<file path="config.mk">
export PLATFORM = sky130hd
export DESIGN_NAME = quad_leta_array_flat
export DESIGN_NICKNAME = d
export VERILOG_FILES = /design/src/rtl/leta_pkg.sv /design/src/rtl/quad_leta_array_if.sv /design/src/rtl/quad_channel.sv /design/src/rtl/quad_leta_array.sv /design/src/flat_wrapper.sv
export SDC_FILE = /design/constraint.sdc
export NUM_CORES = 1
export LEC_CHECK = 0
export BUFFER_PORTS_ARGS = -buffer_cell sky130_fd_sc_hd__buf_2
export CORE_ASPECT_RATIO = 1.1
export CORE_UTILIZATION = 61
export DETAILED_ROUTE_END_ITERATION = 16
export HOLD_SLACK_MARGIN = 0.15
export MAX_ROUTING_LAYER = met4
export PLACE_DENSITY = 0.87
export REMOVE_ABC_BUFFERS = 1
export SLEW_MARGIN = 20
export SYNTH_ARGS = -nofsm -noshare
export SYNTH_HDL_FRONTEND = slang
export SYNTH_HIERARCHICAL = 1
export SYNTH_SLANG_ARGS = --single-unit
</file>
<file path="constraint.sdc">
create_clock -name clk -period 3.45 [get_ports clk]
set_input_delay 0.345 -clock clk [delete_from_list [all_inputs] [get_ports clk]]
set_output_delay 0.345 -clock clk [all_outputs]
set_load 0.05 [all_outputs]
</file>
<file path="src/rtl/leta_pkg.sv">
// Shared definitions for the quadrature front end.
//   step_t      : per-cycle decoder result for one channel
//   step_decode : maps {previous {A,B}, current {A,B}} to a step code
package leta_pkg;

  localparam int RD_W         = 8;  // width of the CPU read value
  localparam int MAX_CHANNELS = 8;  // size of the addressable read window

  // Codes are chosen so that (position(cur) - position(prev)) mod 4 along
  // the Gray sequence 00 -> 10 -> 11 -> 01 is the step code itself:
  // 0 = no move, 1 = one step forward, 3 = one step back, 2 = both bits flipped.
  typedef enum logic [1:0] {
    STEP_NONE = 2'd0,
    STEP_UP   = 2'd1,
    STEP_ERR  = 2'd2,
    STEP_DN   = 2'd3
  } step_t;

  function automatic logic [1:0] gray_pos(input logic [1:0] ab);
    case (ab)
      2'b00:   return 2'd0;
      2'b10:   return 2'd1;
      2'b11:   return 2'd2;
      default: return 2'd3;  // 2'b01
    endcase
  endfunction

  // pair = {prev_a, prev_b, cur_a, cur_b}
  function automatic step_t step_decode(input logic [3:0] pair);
    logic [1:0] delta;
    delta = gray_pos(pair[1:0]) - gray_pos(pair[3:2]);
    return step_t'(delta);
  endfunction

endpackage

</file>
<file path="src/rtl/quad_leta_array_if.sv">
// Player-input / CPU-read bundle of the quadrature front end.
//   a, b   : raw quadrature phases per channel (asynchronous)
//   clear  : per-channel counter/error clear pulse
//   latch  : snapshot strobe
//   addr   : channel select for the read port
//   data   : registered 8-bit read value
//   err    : sticky illegal-transition flags
// master = the side driving pins and address, slave = the front end.
interface quad_leta_array_if #(
  parameter int CHANNELS = 4
);
  logic [CHANNELS-1:0] a;
  logic [CHANNELS-1:0] b;
  logic [CHANNELS-1:0] clear;
  logic                latch;
  logic [2:0]          addr;
  logic [7:0]          data;
  logic [CHANNELS-1:0] err;

  modport master (output a, b, clear, latch, addr, input data, err);
  modport slave  (input a, b, clear, latch, addr, output data, err);
endinterface

</file>
<file path="src/rtl/quad_channel.sv">
// One quadrature channel: 2-FF synchroniser and glitch filter on A and B,
// priming, step decode, up/down counter (wrap or saturate) and sticky error.
//   clk, reset : system clock, synchronous active-high reset
//   a, b       : raw phases (asynchronous)
//   clear      : zero counter and error (wins over a same-cycle update)
//   rd_slice   : counter[OUT_SHIFT+7:OUT_SHIFT] for the read port
//   err        : sticky illegal-transition flag
module quad_channel
  import leta_pkg::*;
#(
  parameter int CNT_W     = 9,
  parameter int OUT_SHIFT = 1,
  parameter int FILT      = 2,
  parameter int SATURATE  = 0
) (
  input  logic            clk,
  input  logic            reset,
  input  logic            a,
  input  logic            b,
  input  logic            clear,
  output logic [RD_W-1:0] rd_slice,
  output logic            err
);

  localparam logic [CNT_W-1:0] CNT_MAX = '1;
  localparam bit               SAT     = (SATURATE != 0);

  logic [1:0]       sync1, sync2, filt, prev;
  logic             vld1, vld2, primed;
  logic [CNT_W-1:0] cnt;
  step_t            step;

  // vld1/vld2 mark when sync2 holds a sampled pin value rather than reset 00,
  // so priming never latches the reset value of the pipeline.
  // NOTE: clocked state uses <= throughout so every right-hand side reads the
  // pre-edge value; a blocking = here would collapse the two sync stages.
  always_ff @(posedge clk) begin
    if (reset) begin
      sync1 <= 2'b00;
      sync2 <= 2'b00;
      vld1  <= 1'b0;
      vld2  <= 1'b0;
    end else begin
      sync1 <= {a, b};
      sync2 <= sync1;
      vld1  <= 1'b1;
      vld2  <= vld1;
    end
  end

  // Each phase is filtered on its own. Until the channel is primed the level
  // follows the synchroniser directly: there is no established level to guard.
  for (genvar j = 0; j < 2; j++) begin : g_filt
    logic lvl;
    assign filt[j] = lvl;

    if (FILT == 0) begin : g_pass
      always_ff @(posedge clk) begin
        if (reset) lvl <= 1'b0;
        else       lvl <= sync2[j];
      end
    end else begin : g_run
      localparam int             RUN_W   = $clog2(FILT + 1);
      localparam logic [RUN_W-1:0] RUN_MAX = RUN_W'(FILT);
      logic [RUN_W-1:0] run;

      // run counts cycles the input has disagreed with lvl; the level flips
      // on the edge after FILT disagreeing cycles, so pulses <= FILT vanish.
      always_ff @(posedge clk) begin
        if (reset) begin
          lvl <= 1'b0;
          run <= '0;
        end else if (!primed || sync2[j] == lvl) begin
          lvl <= sync2[j];
          run <= '0;
        end else if (run == RUN_MAX) begin
          lvl <= sync2[j];
          run <= '0;
        end else begin
          run <= run + RUN_W'(1);
        end
      end
    end
  end

  assign step = step_decode({prev, filt});

  always_ff @(posedge clk) begin
    if (reset) begin
      prev   <= 2'b00;
      primed <= 1'b0;
      cnt    <= '0;
      err    <= 1'b0;
    end else begin
      // Priming loads prev and the filter level from the same sample, so the
      // first comparison after priming is always "no change".
      if (!primed) begin
        if (vld2) begin
          prev   <= sync2;
          primed <= 1'b1;
        end
      end else begin
        prev <= filt;
      end

      if (clear) begin
        cnt <= '0;
        err <= 1'b0;
      end else if (primed) begin
        case (step)
          STEP_UP:  if (!(SAT && cnt == CNT_MAX)) cnt <= cnt + CNT_W'(1);
          STEP_DN:  if (!(SAT && cnt == '0))      cnt <= cnt - CNT_W'(1);
          STEP_ERR: err <= 1'b1;
          default:  ;
        endcase
      end
    end
  end

  assign rd_slice = cnt[OUT_SHIFT +: RD_W];

endmodule

</file>
<file path="src/rtl/quad_leta_array.sv">
// Multi-channel quadrature/trackball front end. Instantiates CHANNELS
// quad_channel blocks, optional snapshot registers and the registered
// CPU read mux.
//   clk, reset : system clock, synchronous active-high reset
//   bus        : quad_leta_array_if slave (pins, clear, latch, addr, data, err)
module quad_leta_array
  import leta_pkg::*;
#(
  parameter int CHANNELS  = 4,
  parameter int CNT_W     = 9,
  parameter int OUT_SHIFT = 1,
  parameter int FILT      = 2,
  parameter int SATURATE  = 0,
  parameter int LATCHED   = 0
) (
  input  logic          clk,
  input  logic          reset,
  quad_leta_array_if.slave bus
);

  logic [RD_W-1:0] live    [CHANNELS];
  logic [RD_W-1:0] src     [CHANNELS];
  logic [RD_W-1:0] rd_word [MAX_CHANNELS];

  for (genvar i = 0; i < CHANNELS; i++) begin : g_ch
    quad_channel #(
      .CNT_W     (CNT_W),
      .OUT_SHIFT (OUT_SHIFT),
      .FILT      (FILT),
      .SATURATE  (SATURATE)
    ) u_ch (
      .clk      (clk),
      .reset    (reset),
      .a        (bus.a[i]),
      .b        (bus.b[i]),
      .clear    (bus.clear[i]),
      .rd_slice (live[i]),
      .err      (bus.err[i])
    );
  end

  if (LATCHED != 0) begin : g_snap
    // All channels capture on the same edge; live[] is the pre-edge count,
    // so a step landing on the latch edge is not in the snapshot.
    // NOTE: the snapshots are a handful of flops, not a RAM, so they take the
    // reset like any other register.
    always_ff @(posedge clk) begin
      if (reset) begin
        for (int k = 0; k < CHANNELS; k++) src[k] <= '0;
      end else if (bus.latch) begin
        for (int k = 0; k < CHANNELS; k++) src[k] <= live[k];
      end
    end
  end else begin : g_live
    assign src = live;
  end

  // Padding the window to eight entries makes out-of-range addresses read 0.
  for (genvar w = 0; w < MAX_CHANNELS; w++) begin : g_word
    if (w < CHANNELS) begin : g_used
      assign rd_word[w] = src[w];
    end else begin : g_empty
      assign rd_word[w] = '0;
    end
  end

  always_ff @(posedge clk) begin
    if (reset) bus.data <= '0;
    else       bus.data <= rd_word[bus.addr];
  end

endmodule

</file>
<file path="src/flat_wrapper.sv">
// flat-port wrapper written by rule: the top's interface ports become plain ports
module quad_leta_array_flat import leta_pkg::*;
#(
  parameter int CHANNELS  = 4,
  parameter int CNT_W     = 9,
  parameter int OUT_SHIFT = 1,
  parameter int FILT      = 2,
  parameter int SATURATE  = 0,
  parameter int LATCHED   = 0
)
  (clk, reset, bus_a, bus_b, bus_clear, bus_latch, bus_addr, bus_data, bus_err);
  quad_leta_array_if #(.CHANNELS(CHANNELS)) bus_i ();
  input  logic clk;
  input  logic reset;
  input wire logic [$bits(bus_i.a)-1:0] bus_a;
  input wire logic [$bits(bus_i.b)-1:0] bus_b;
  input wire logic [$bits(bus_i.clear)-1:0] bus_clear;
  input wire logic [$bits(bus_i.latch)-1:0] bus_latch;
  input wire logic [$bits(bus_i.addr)-1:0] bus_addr;
  output wire logic [$bits(bus_i.data)-1:0] bus_data;
  output wire logic [$bits(bus_i.err)-1:0] bus_err;
  assign bus_i.a = bus_a;
  assign bus_i.b = bus_b;
  assign bus_i.clear = bus_clear;
  assign bus_i.latch = bus_latch;
  assign bus_i.addr = bus_addr;
  assign bus_data = bus_i.data;
  assign bus_err = bus_i.err;
  quad_leta_array #(.CHANNELS(CHANNELS), .CNT_W(CNT_W), .OUT_SHIFT(OUT_SHIFT), .FILT(FILT), .SATURATE(SATURATE), .LATCHED(LATCHED)) u_core (.clk(clk), .reset(reset), .bus(bus_i));
endmodule
</file>
==> results.txt, run 1 <==
----------------------------------------------------
[Run status]
  Status ... finished, final reports clean

[Finish]
  Area added between synthesis and finish ... 3.92%
  Filler cell count in the final layout ... 715
  Nets@finish ... 690
  Antenna cells ... 0
  Fraction of layout instances using a drive strength above 1 ... 11.0%
  Post-layout instance count excluding filler cells ... 759
  Area taken by flip-flops and latches ... 0.00216 mm2
  Multi-input combinational cell area ... 0.00308 mm2

[Place]
  Pre-CTS setup slack ... 196 ps
  Port Buf Inserts ... 28
  Placed Instances ... 742
  HPWL after detailed placement ... 7670 um
  Final Wtd Congestion ... 0.855

[Clocking]
  Number of clock sinks seen by CTS ... 108
  Number of H-tree levels ... 3
  Count of buffers added by post-CTS timing repair for setup ... 0
  CTS tree ... built
  Source-to-sink clock delay at the later pin of the worst-skew pair ... 370 ps
  TritonCTS buffer count ... 9
  Clk slew on worst S/H paths ... 100 ps
  Longest Clk Path Bufs ... 2
  Master cell of the clock root buffer ... clkbuf_8

[Synthesis]
  Dominant synthesized flop cell ... dfxtp_1
  Ranking of synthesized cells by instance count ... 108 x dfxtp_1, 86 x nor2_1, 36 x mux2i_1, 34 x buf_4, 32 x ha_1
  Part of the Yosys area used for sequential elements ... 38.3%
  Synthesized flop and latch total ... 108
  Number of warning messages in the yosys log ... 6
  Post-Syn Area ... 0.00565 mm2
  Fraction of registers with async set/reset ... 0%
  Post-synthesis average cell area ... 8.72 um2
  Top cell type by total area after synthesis ... dfxtp_1
  Number of flops mapped to enable cells by yosys ... 0
  Top-area cell type share of the netlist area ... 38.3%
  Mapped Cells ... 648
  Most frequent cell after synthesis ... dfxtp_1
  Ranking of synthesized cells by area ... dfxtp_1 38%, ha_1 7.1%, mux2i_1 6.4%
  Count of cell types in the netlist ... 40

[Timing]
  RSZ-0062 raised after global routing ... false
  Final critical-path setup slack ... 185 ps
  Final setup TNS ... 0 ps
  Fraction of the cycle the final worst path needs ... 94.6%
  Final setup viols ... 0
  Final setup skew ... 13.4 ps
  Min Tclk post-route ... 3260 ps
  Worst slew pin tran ... 512 ps
  Pins Over Slew Limit ... 0
  Final hold violation count ... 0
  Maximum clock frequency ... 0.306 GHz
  Slew HR ... 65.4%

[Routing]
  DRC marker count from the first detailed-route iteration ... 173
  Post-detailed-route DRC marker count ... 0
  Per-cell via count in the routed design ... 5.86
  Drt pass-1 iters ... 4
  Antenna-violating nets left ... 0
  Total Wirelength ... 10,900 um
  Routed vias ... 4,444
  Wire length per cell ... 14.3 um

[Power and ir drop]
  Part of the power in the clock network ... 33.0%
  Power per Cell Area ... 395 mW/mm2
  Leakage power of the design ... 2.47 nW
  Switching power of the nets ... 0.597 mW
  Sequential Power Share ... 56.3%
  Pint ... 1.72 mW
  Share of total power in combinational logic ... 10.7%
  Sw frac ... 25.8%
  Worst IR Drop VDD ... 0.000285 V

[Job]
  Max Cap Viol ... 0

[Worst setup path]
  Top fanout value on the critical path ... 6
  Kind of cell with the highest combined delay on the critical path ... simple AND/OR/NAND/NOR gates
  Cell with the most instances on the worst path ... ha_1
  Critical Path Max Stage Delay ... 470 ps
  Startpoint Class ... register
  Timing startpoint of the critical path ... u_core/g_ch[3].u_ch/g_filt[1].lvl$_SDFFE_PP0P_
  Chain of cells forming the critical path ... inv_1 -> ha_1 -> ha_1 -> xnor3_2 -> or2_2 -> xnor2_1 -> ha_1 -> and3_1 -> nand4_1 -> or4_1 -> nand3_1
  Number of buffer and inverter stages on the critical path ... 1
  Critical Path Slowest Stage Cell ... xnor3_2
  Crit. End Element ... register
  Setup Crit Path Kind ... register to register
  Critical path required time ... 3770 ps
  Reg-to-reg startpoint ... u_core/g_ch[3].u_ch/g_filt[1].lvl$_SDFFE_PP0P_
  WP data arrival ... 3590 ps

[Global route]
  Via count of the first global-routing pass ... 4,160
  Wire length of the first global-routing pass ... 18,300 um
  Remaining Overflow, GRT ... 0
  Overall track demand over capacity in global routing ... 24.5%
  Initial antenna violation count ... 0
  Maximum number of pins on one net before global-route repair ... 40

[Floorplan]
  Starting Density ... 63.3%
  Die span in y ... 103 um
  Die span in x ... 93.8 um
  Area inside the core boundary ... 0.00892 mm2
  # rows ... 36
  # IOs ... 30
  Overall die area ... 0.00965 mm2

[Hold path]
  Worst hold start ... bus_a[2]
  Type of the worst min-delay path ... primary input to register

----------------------------------------------------
## registers in the layout, indices dropped and copies added, names as in the netlist
name / count
u_core/bus.data: 8
u_core/g_ch.u_ch/err: 4
u_core/g_ch.u_ch/sync2: 8
u_core/g_ch.u_ch/primed: 4
u_core/g_ch.u_ch/cnt: 36
u_core/g_ch.u_ch/g_filt.g_run.run: 16
u_core/g_ch.u_ch/vld2: 4
u_core/g_ch.u_ch/vld1: 4
u_core/g_ch.u_ch/prev: 8
u_core/g_ch.u_ch/sync1: 8
u_core/g_ch.u_ch/g_filt.lvl: 8
## layout by cell type (no fill, tap or decap), drive strengths merged, types with 3 or more instances in the layout
cell type  Yosys  layout
a211oi         8       8
a21oi         20      20
a31oi          3       3
and3          23      23
buf           44      34
clkbuf        10      12
dfxtp        108     108
ha            32      32
inv           24      27
mux2           4       4
mux2i         36      36
nand2         31      31
nand2b        12      12
nand3         17      17
nand3b         3       3
nand4         11      11
nor2          90      90
nor2b         24      24
nor3          16      16
nor4           8       8
nor4b          7       7
o211ai         6       6
o21ai         26      26
o22ai         11      11
o311ai         3       3
or2            5       5
or3           30      30
or4           13      13
xnor2         13      13
xnor3          4       4
xor2           3       3
## routing by layer
layer  share of wire (%)  vias up  global-route usage, %  wire length [um]
li1                    -     2226                      -                 -
met1                  45     2085                   28.5              4870
met2                  49      119                   42.1              5360
met3                 4.5       14                   5.24               493
met4                 1.4        0                   8.05               154
met5                   0        -                      -                 0
## worst reg2reg max path: cells and delay by family (launching register included)
kind / cells / cell delay, ps
buffers and inverters: 1 / 80
XOR/XNOR: 2 / 670
AND/OR/NAND/NOR: 5 / 1290
adder cells (fa/ha/maj): 3 / 770
flip-flops: 1 / 410
## layout make-up
| class | count | share of cell area (%) |
|---|---|---|
| multi-input cells | 462 | 52.4 |
| clock inverters | 4 | 0.639 |
| well taps | 114 | 2.43 |
| inverters | 24 | 1.53 |
| clock buffers | 12 | 2.81 |
| flip-flops and latches | 108 | 36.8 |
| repair buffers | 35 | 3.32 |
## stage by stage
step / total power [mW] / hold slack, ps / util, % / area [um2]
6_report: 2.32 / 174 / 65.8 / 5870
3_3_place_gp: 1.56 / 398 / 63.2 / 5640
4_1_cts: 2.34 / 157 / 65.6 / 5850
2_1_floorplan: 1.50 / 391 / - / 5310
5_1_grt: 2.42 / 150 / 65.8 / 5870
3_5_place_dp: 1.58 / 403 / 63.2 / 5640
## timing repair
action	CTS	global route
endpoints found under the hold margin	1	0
gates resized for setup	0	3
endpoints found under the setup margin	0	4
hold buffers	1	0
## power by group through the flow
| stage | combinational (mW) | sequential (mW) | clock (mW) |
|---|---|---|---|
| after detailed placement | 0.244 | 1.33 | 0 |
| after CTS | 0.247 | 1.30 | 0.790 |
| final | 0.248 | 1.30 | 0.765 |
| after global routing | 0.273 | 1.31 | 0.840 |
| after floorplan | 0.175 | 1.33 | 0 |
| after global placement | 0.232 | 1.33 | 0 |
## path summary, 6_finish.rpt
kind	end	slack, ps	cells after the start
setup reg to reg	u_core/g_ch[3].u_ch/cnt[6]$_SDFFE_PP0P_	190	11
hold reg to reg	u_core/g_ch[1].u_ch/g_filt[0].g_run.run[0]$_SDFF_PP0_	420	1
hold / removal	u_core/g_ch[2].u_ch/sync1[1]$_SDFF_PP0_	170	2
setup / recovery	u_core/g_ch[3].u_ch/cnt[6]$_SDFFE_PP0P_	190	11
## logic make-up (layout without fill, tap and decap cells)
group                      count (synthesis)  count (layout)  synth area share [%]
and+or+nand+nor                          291             291                  27.1
DFF                                      108             108                  38.3
buffers and inverters                     78              75                  7.62
muxes                                     40              40                  7.44
adders and majority gates                 32              32                  7.09
xor gates and xnor gates                  20              20                  4.16
AOI/OAI and AO/OA                         79              79                  8.31
Note: power is estimated with default switching activity, not from simulation.
==> run 2, diff against run 1 <==
==> constraint.sdc (replaced) <==
create_clock -name clk -period 3.45 [get_ports clk]
set_input_delay 0.1725 -clock clk [delete_from_list [all_inputs] [get_ports clk]]
set_output_delay 0.1725 -clock clk [all_outputs]
set_load 0.05 [all_outputs]
==> run 2 against run 1 <==
Compared with the run above: critical path depth is the same; count of clock-buffer cells in the layout is 2 lower; largest cell class unchanged; wire length is 0.26% higher; critical path type unchanged; power grew 0.99%.
==> results.txt, run 2 (synthesis gave the netlist of run 1 again) <==
----------------------------------------------------
[Global route]
  Initial antenna violation count ... 0
  Wire length of the first global-routing pass ... 17,900 um
  Remaining Overflow, GRT ... 0
  Via count of the first global-routing pass ... 4,116
  Overall track demand over capacity in global routing ... 24.1%
  Maximum number of pins on one net before global-route repair ... 38

[Worst setup path]
  Startpoint Class ... register
  Top fanout value on the critical path ... 6
  R2R Setup Slk ... 270 ps
  WP data arrival ... 3500 ps
  Setup Crit Path Kind ... register to register
  Critical path required time ... 3770 ps
  Crit. End Element ... register

[Routing]
  DRC marker count from the first detailed-route iteration ... 231
  Wire length per cell ... 14.2 um
  Post-detailed-route DRC marker count ... 0
  Drt pass-1 iters ... 5
  Total Wirelength ... 10,900 um
  Antenna-violating nets left ... 0
  Per-cell via count in the routed design ... 5.86
  Routed vias ... 4,490

[Clocking]
  CTS tree ... built
  TritonCTS buffer count ... 9
  Number of H-tree levels ... 3
  Source-to-sink clock delay at the later pin of the worst-skew pair ... 380 ps
  Number of clock sinks seen by CTS ... 108
  Clk slew on worst S/H paths ... 100 ps
  Master cell of the clock root buffer ... clkbuf_8
  Longest Clk Path Bufs ... 2

[Place]
  Port Buf Inserts ... 28
  HPWL after detailed placement ... 7490 um
  Final Wtd Congestion ... 0.859
  Post-detailed-placement cell area ... 0.00564 mm2

[Finish]
  Leading cell types in the layout, fill and taps excluded ... 108 x dfxtp_1, 86 x nor2_1, 36 x mux2i_1
  Most frequent standard cell in the layout excluding fill and tap cells ... dfxtp_1
  Area added between synthesis and finish ... 4.83%
  Final design instance area without fill ... 0.00592 mm2
  Antenna cells ... 0
  Largest registers in the final layout ... u_core/g_ch.u_ch/cnt x36, u_core/g_ch.u_ch/g_filt.g_run.run x16
  Most flop-heavy register ... u_core/g_ch.u_ch/cnt
  Fraction of layout instances using a drive strength above 1 ... 10.6%
  Flip-flop count of the largest register after layout ... 36
  Nets@finish ... 697

[Timing]
  RSZ-0062 raised after global routing ... false
  Maximum clock frequency ... 0.314 GHz
  Final setup TNS ... 0 ps
  Final setup viols ... 0
  Worst slew pin tran ... 644 ps
  Final hold violation count ... 0
  Pins Over Slew Limit ... 0
  Fraction of the cycle the final worst path needs ... 92.2%
  Final setup skew ... 9.03 ps
  Slew HR ... 57.0%
  Min Tclk post-route ... 3180 ps

[Floorplan]
  # rows ... 36
  # IOs ... 30
  Starting Density ... 63.3%
  Overall die area ... 0.00965 mm2
  Area inside the core boundary ... 0.00892 mm2
  Die span in y ... 103 um
  Die span in x ... 93.8 um

[Power and ir drop]
  Leakage power of the design ... 2.49 nW
  Power per Cell Area ... 395 mW/mm2
  Post-route total power ... 2.34 mW
  Worst IR Drop VDD ... 0.000229 V

[Run status]
  Status ... finished, final reports clean

[Hold path]
  Type of the worst min-delay path ... primary input to register

[Job]
  Max Cap Viol ... 0

----------------------------------------------------
==> run 2: changes by cell type in the layout (fill, tap and decap cells not counted) <==
cell,before,now
nor4_1,6,7
clkinv_2,0,1
clkinvlp_4,0,1
clkbuf_1,0,1
clkinv_4,1,0
clkbuf_8,12,9
dlygate4sd3_1,1,8
bufinv_16,0,1
nor4_4,1,0
==> run 2: per-stage QoR <==
stage / std cells / hold WS (ps) / util, % / worst slack (ps)
6_report: 766 / 177 / 66.4 / 270
3_5_place_dp: 742 / 390 / 63.2 / 176
5_1_grt: 766 / 208 / 66.4 / 43.6
3_3_place_gp: 742 / 381 / 63.2 / 313
4_1_cts: 766 / 173 / 66.3 / 184
2_1_floorplan: 594 / 229 / - / 442
==> run 2: routing by layer <==
layer	routed length (um)	global-route usage (%)	vias up
li1	-	-	2249
met3	505	4.06	25
met4	189	11.6	0
met2	5300	41.0	126
met1	4910	27.5	2090
met5	0	-	-
==> run 2: path summary, 6_finish.rpt <==
check                                                        start                                                    end  cells after the start
max reg2reg         u_core/g_ch[3].u_ch/g_filt[1].lvl$_SDFFE_PP0P_                u_core/g_ch[3].u_ch/cnt[8]$_SDFFE_PP0P_                     11
max                 u_core/g_ch[3].u_ch/g_filt[1].lvl$_SDFFE_PP0P_                u_core/g_ch[3].u_ch/cnt[8]$_SDFFE_PP0P_                     11
min                                                   bus_clear[0]                u_core/g_ch[0].u_ch/cnt[8]$_SDFFE_PP0P_                      4
min reg2reg  u_core/g_ch[2].u_ch/g_filt[0].g_run.run[0]$_SDFF_PP0_  u_core/g_ch[2].u_ch/g_filt[0].g_run.run[0]$_SDFF_PP0_                      1
==> run 2: report_power, final <==
part           total, mW  internal, mW  switching [mW]  leakage, nW
clock network      0.783         0.345           0.438       0.0992
registers           1.30          1.27          0.0289        0.878
logic              0.254         0.116           0.137         1.51
total               2.34          1.74           0.604         2.49
==> run 2: what timing repair did <==
item	in CTS	in global routing
hold buffers	8	0
buffers inserted	0	0
hold endpoints to repair	8	0
setup endpoints to repair	0	1
resized for setup	0	1
==> run 2: layout make-up <==
type	instances	area, um2
repair buffers	42	265
clock inverters	6	71.3
multi-input cells	462	3060
fillers	702	3000
clock buffers	10	128
inverters	24	90.1
well taps	114	143
flip-flops and latches	108	2160
==> run 2: critical path, cell delays in order, from the launching register on <==
cell	delay, ps
dfxtp_1	400
inv_1	80
ha_1	280
ha_1	200
xnor3_2	450
or2_2	370
xnor2_1	180
ha_1	260
and3_1	240
nand4_1	120
or4_1	430
nand3_1	110
==> run 3, diff against run 2 <==
--- a/config.mk
+++ b/config.mk
@@ -17,4 +17,3 @@
 export SYNTH_ARGS = -nofsm -noshare
 export SYNTH_HDL_FRONTEND = slang
-export SYNTH_HIERARCHICAL = 1
 export SYNTH_SLANG_ARGS = --single-unit
==> constraint.sdc (replaced) <==
create_clock -name clk -period 3.45 [get_ports clk]
set_input_delay 0.1725 -clock clk [delete_from_list [all_inputs] [get_ports clk]]
set_output_delay 0.1725 -clock clk [all_outputs]
set_load 0.02 [all_outputs]
==> run 3 against run 2 <==
Compared with the run above: power down 6.0%; global-route usage increased by 0.94 points; count of clock-buffer cells in the layout rose by 1; synthesized cell count down 10%; worst hold slack got worse by 6.1 ps; cell area shrank 2.4%; non-clock buffer count rose by 1; synthesized area down 6.0%.
==> results.txt, run 3 <==
----------------------------------------------------
[Synthesis]
  Fraction of registers with async set/reset ... 0%
  Top-area cell type share of the netlist area ... 38.4%
  Top cell type by total area after synthesis ... dfxtp_1
  Number of flops mapped to enable cells by yosys ... 0
  Mapped Cells ... 582
  Most frequent cell after synthesis ... dfxtp_1
  Synthesized flop and latch total ... 102
  Ranking of synthesized cells by area ... dfxtp_1 38%, ha_1 7.8%, nor2_1 6.8%
  Number of warning messages in the yosys log ... 0
  Ranking of synthesized cells by instance count ... 102 x dfxtp_1, 96 x nor2_1, 33 x ha_1, 31 x inv_1, 31 x xnor2_1
  Post-synthesis average cell area ... 9.13 um2
  Dominant synthesized flop cell ... dfxtp_1
  Count of cell types in the netlist ... 58
  Post-Syn Area ... 0.00531 mm2
  Part of the Yosys area used for sequential elements ... 38.4%

[Floorplan]
  Starting Density ... 63.2%
  Overall die area ... 0.00908 mm2
  # rows ... 35
  Area inside the core boundary ... 0.00841 mm2
  # IOs ... 30
  Die span in x ... 91.0 um
  Die span in y ... 99.9 um

[Timing]
  Final setup skew ... 10.2 ps
  RSZ-0062 raised after global routing ... false
  Worst slew pin tran ... 736 ps
  Smallest hold slack ... 171 ps
  Pins Over Slew Limit ... 0
  Min Tclk post-route ... 3080 ps
  Fraction of the cycle the final worst path needs ... 89.2%
  Maximum clock frequency ... 0.325 GHz
  Final hold violation count ... 0
  Final setup viols ... 0
  Final setup TNS ... 0 ps
  Slew HR ... 50.8%

[Global route]
  Overall track demand over capacity in global routing ... 25.0%
  Wire length of the first global-routing pass ... 17,800 um
  Initial antenna violation count ... 0
  Maximum number of pins on one net before global-route repair ... 38
  Via count of the first global-routing pass ... 4,038
  Remaining Overflow, GRT ... 0

[Worst setup path]
  Critical Path Slowest Stage Cell ... or4_2
  WP data arrival ... 3320 ps
  Total number of cells along the worst setup path ... 11
  Startpoint Class ... register
  Chain of cells forming the critical path ... inv_1 -> ha_1 -> ha_1 -> xnor3_2 -> nor2_1 -> xor2_1 -> ha_1 -> or4_2 -> a21oi_1 -> xnor2_1 -> nor2_1
  Number of buffer and inverter stages on the critical path ... 1
  Critical Path Max Stage Delay ... 620 ps
  Kind of cell with the highest combined delay on the critical path ... simple AND/OR/NAND/NOR gates
  Reg2Reg Depth ... 11
  Top fanout value on the critical path ... 6
  Cell with the most instances on the worst path ... ha_1
  Setup Crit Path Kind ... register to register
  Crit. End Element ... register
  Critical path required time ... 3690 ps

[Routing]
  Total Wirelength ... 10,200 um
  Drt pass-1 iters ... 5
  Routed vias ... 4,098
  Antenna-violating nets left ... 0
  DRC marker count from the first detailed-route iteration ... 253
  Post-detailed-route DRC marker count ... 0
  Wire length per cell ... 14.2 um
  Per-cell via count in the routed design ... 5.72

[Place]
  Post-detailed-placement cell area ... 0.00548 mm2
  Port Buf Inserts ... 28
  Placed Instances ... 692
  Final Wtd Congestion ... 0.893
  HPWL after detailed placement ... 7250 um

[Finish]
  Most frequent standard cell in the layout excluding fill and tap cells ... dfxtp_1
  Nets@finish ... 653
  Post-layout instance count excluding filler cells ... 716
  Antenna cells ... 0
  Flip-flop count of the largest register after layout ... 36
  Largest registers in the final layout ... u_core.g_ch.u_ch.cnt x36, u_core.g_ch.u_ch.g_filt.g_run.run x16
  Area added between synthesis and finish ... 8.83%
  Fraction of layout instances using a drive strength above 1 ... 12.6%
  Final design instance area without fill ... 0.00578 mm2
  Leading cell types in the layout, fill and taps excluded ... 102 x dfxtp_1, 96 x nor2_1, 32 x ha_1
  Most flop-heavy register ... u_core.g_ch.u_ch.cnt

[Power and ir drop]
  Worst IR Drop VDD ... 0.000239 V
  Post-route total power ... 2.20 mW
  Power per Cell Area ... 380 mW/mm2
  Leakage power of the design ... 2.29 nW

[Clocking]
  Clk slew on worst S/H paths ... 80 ps
  TritonCTS buffer count ... 9
  Longest Clk Path Bufs ... 2
  Number of clock sinks seen by CTS ... 102
  CTS tree ... built
  Master cell of the clock root buffer ... clkbuf_8
  Source-to-sink clock delay at the later pin of the worst-skew pair ... 360 ps
  Number of H-tree levels ... 3

[Run status]
  Status ... finished, final reports clean

[Job]
  Max Cap Viol ... 0

[Hold path]
  Worst hold path depth ... 3
  Type of the worst min-delay path ... primary input to register

----------------------------------------------------
run 3: logic make-up after synthesis:
logic type / synth area share (%)
muxes: 7.42
and+or+nand+nor: 23.7
buffers and inverters: 5.06
xor gates and xnor gates: 8.39
AOI/OAI and AO/OA: 9.21
DFF: 38.4
adders and majority gates: 7.77
run 3: cell type report:
type,instances,area [um2]
tap,111,139
inverter,31,116
clock buffer,11,151
clock inverter,3,45.0
sequential,102,2040
fill,648,2630
timing repair buffer,43,278
multi-input combinational,415,3010
run 3: per-layer routing:
layer  vias up  track usage (%)  wire (um)
li1       2052                -          -
met1      1923             29.4       4530
met2        98             42.2       5050
met3        25             4.32        367
met4         0             11.1        235
met5         -                -          0
run 3: worst register-to-register path, stage by stage, from the launching register on:
cell     delay [ps]
dfxtp_1         390
inv_1            80
ha_1            280
ha_1            200
xnor3_2         420
nor2_1          190
xor2_1           90
ha_1            280
or4_2           620
a21oi_1         200
xnor2_1         150
nor2_1           70
run 3: final timing paths:
check | slack, ps | from | endpoint
worst min-delay path | 170 | bus_addr[2] | u_core.bus.data[5]$_SDFF_PP0_
worst max-delay path | 370 | u_core.g_ch[3].u_ch.g_filt[1].lvl$_SDFFE_PP0P_ | u_core.g_ch[3].u_ch.cnt[2]$_SDFFE_PP0P_
worst max register to register | 370 | u_core.g_ch[3].u_ch.g_filt[1].lvl$_SDFFE_PP0P_ | u_core.g_ch[3].u_ch.cnt[2]$_SDFFE_PP0P_
worst min register to register | 410 | u_core.g_ch[1].u_ch.g_filt[1].g_run.run[0]$_SDFF_PP0_ | u_core.g_ch[1].u_ch.g_filt[1].g_run.run[0]$_SDFF_PP0_
run 3: what timing repair did:
item | in CTS | in global routing
setup buffers | 0 | 0
endpoints found under the hold margin | 12 | 0
endpoints found under the setup margin | 0 | 1
gates resized for setup | 0 | 3
hold buffers | 10 | 0
run 3: through the flow:
stage	worst slack (ps)	util [%]
2_1_floorplan	403	-
3_3_place_gp	350	65.1
3_5_place_dp	321	65.1
4_1_cts	233	68.6
5_1_grt	41.4	68.8
6_report	373	68.8
run 3: power by group:
part,switching [mW],total [mW],internal [mW]
logic,0.123,0.232,0.109
registers,0.0280,1.23,1.20
clock network,0.371,0.738,0.367
total,0.522,2.20,1.68
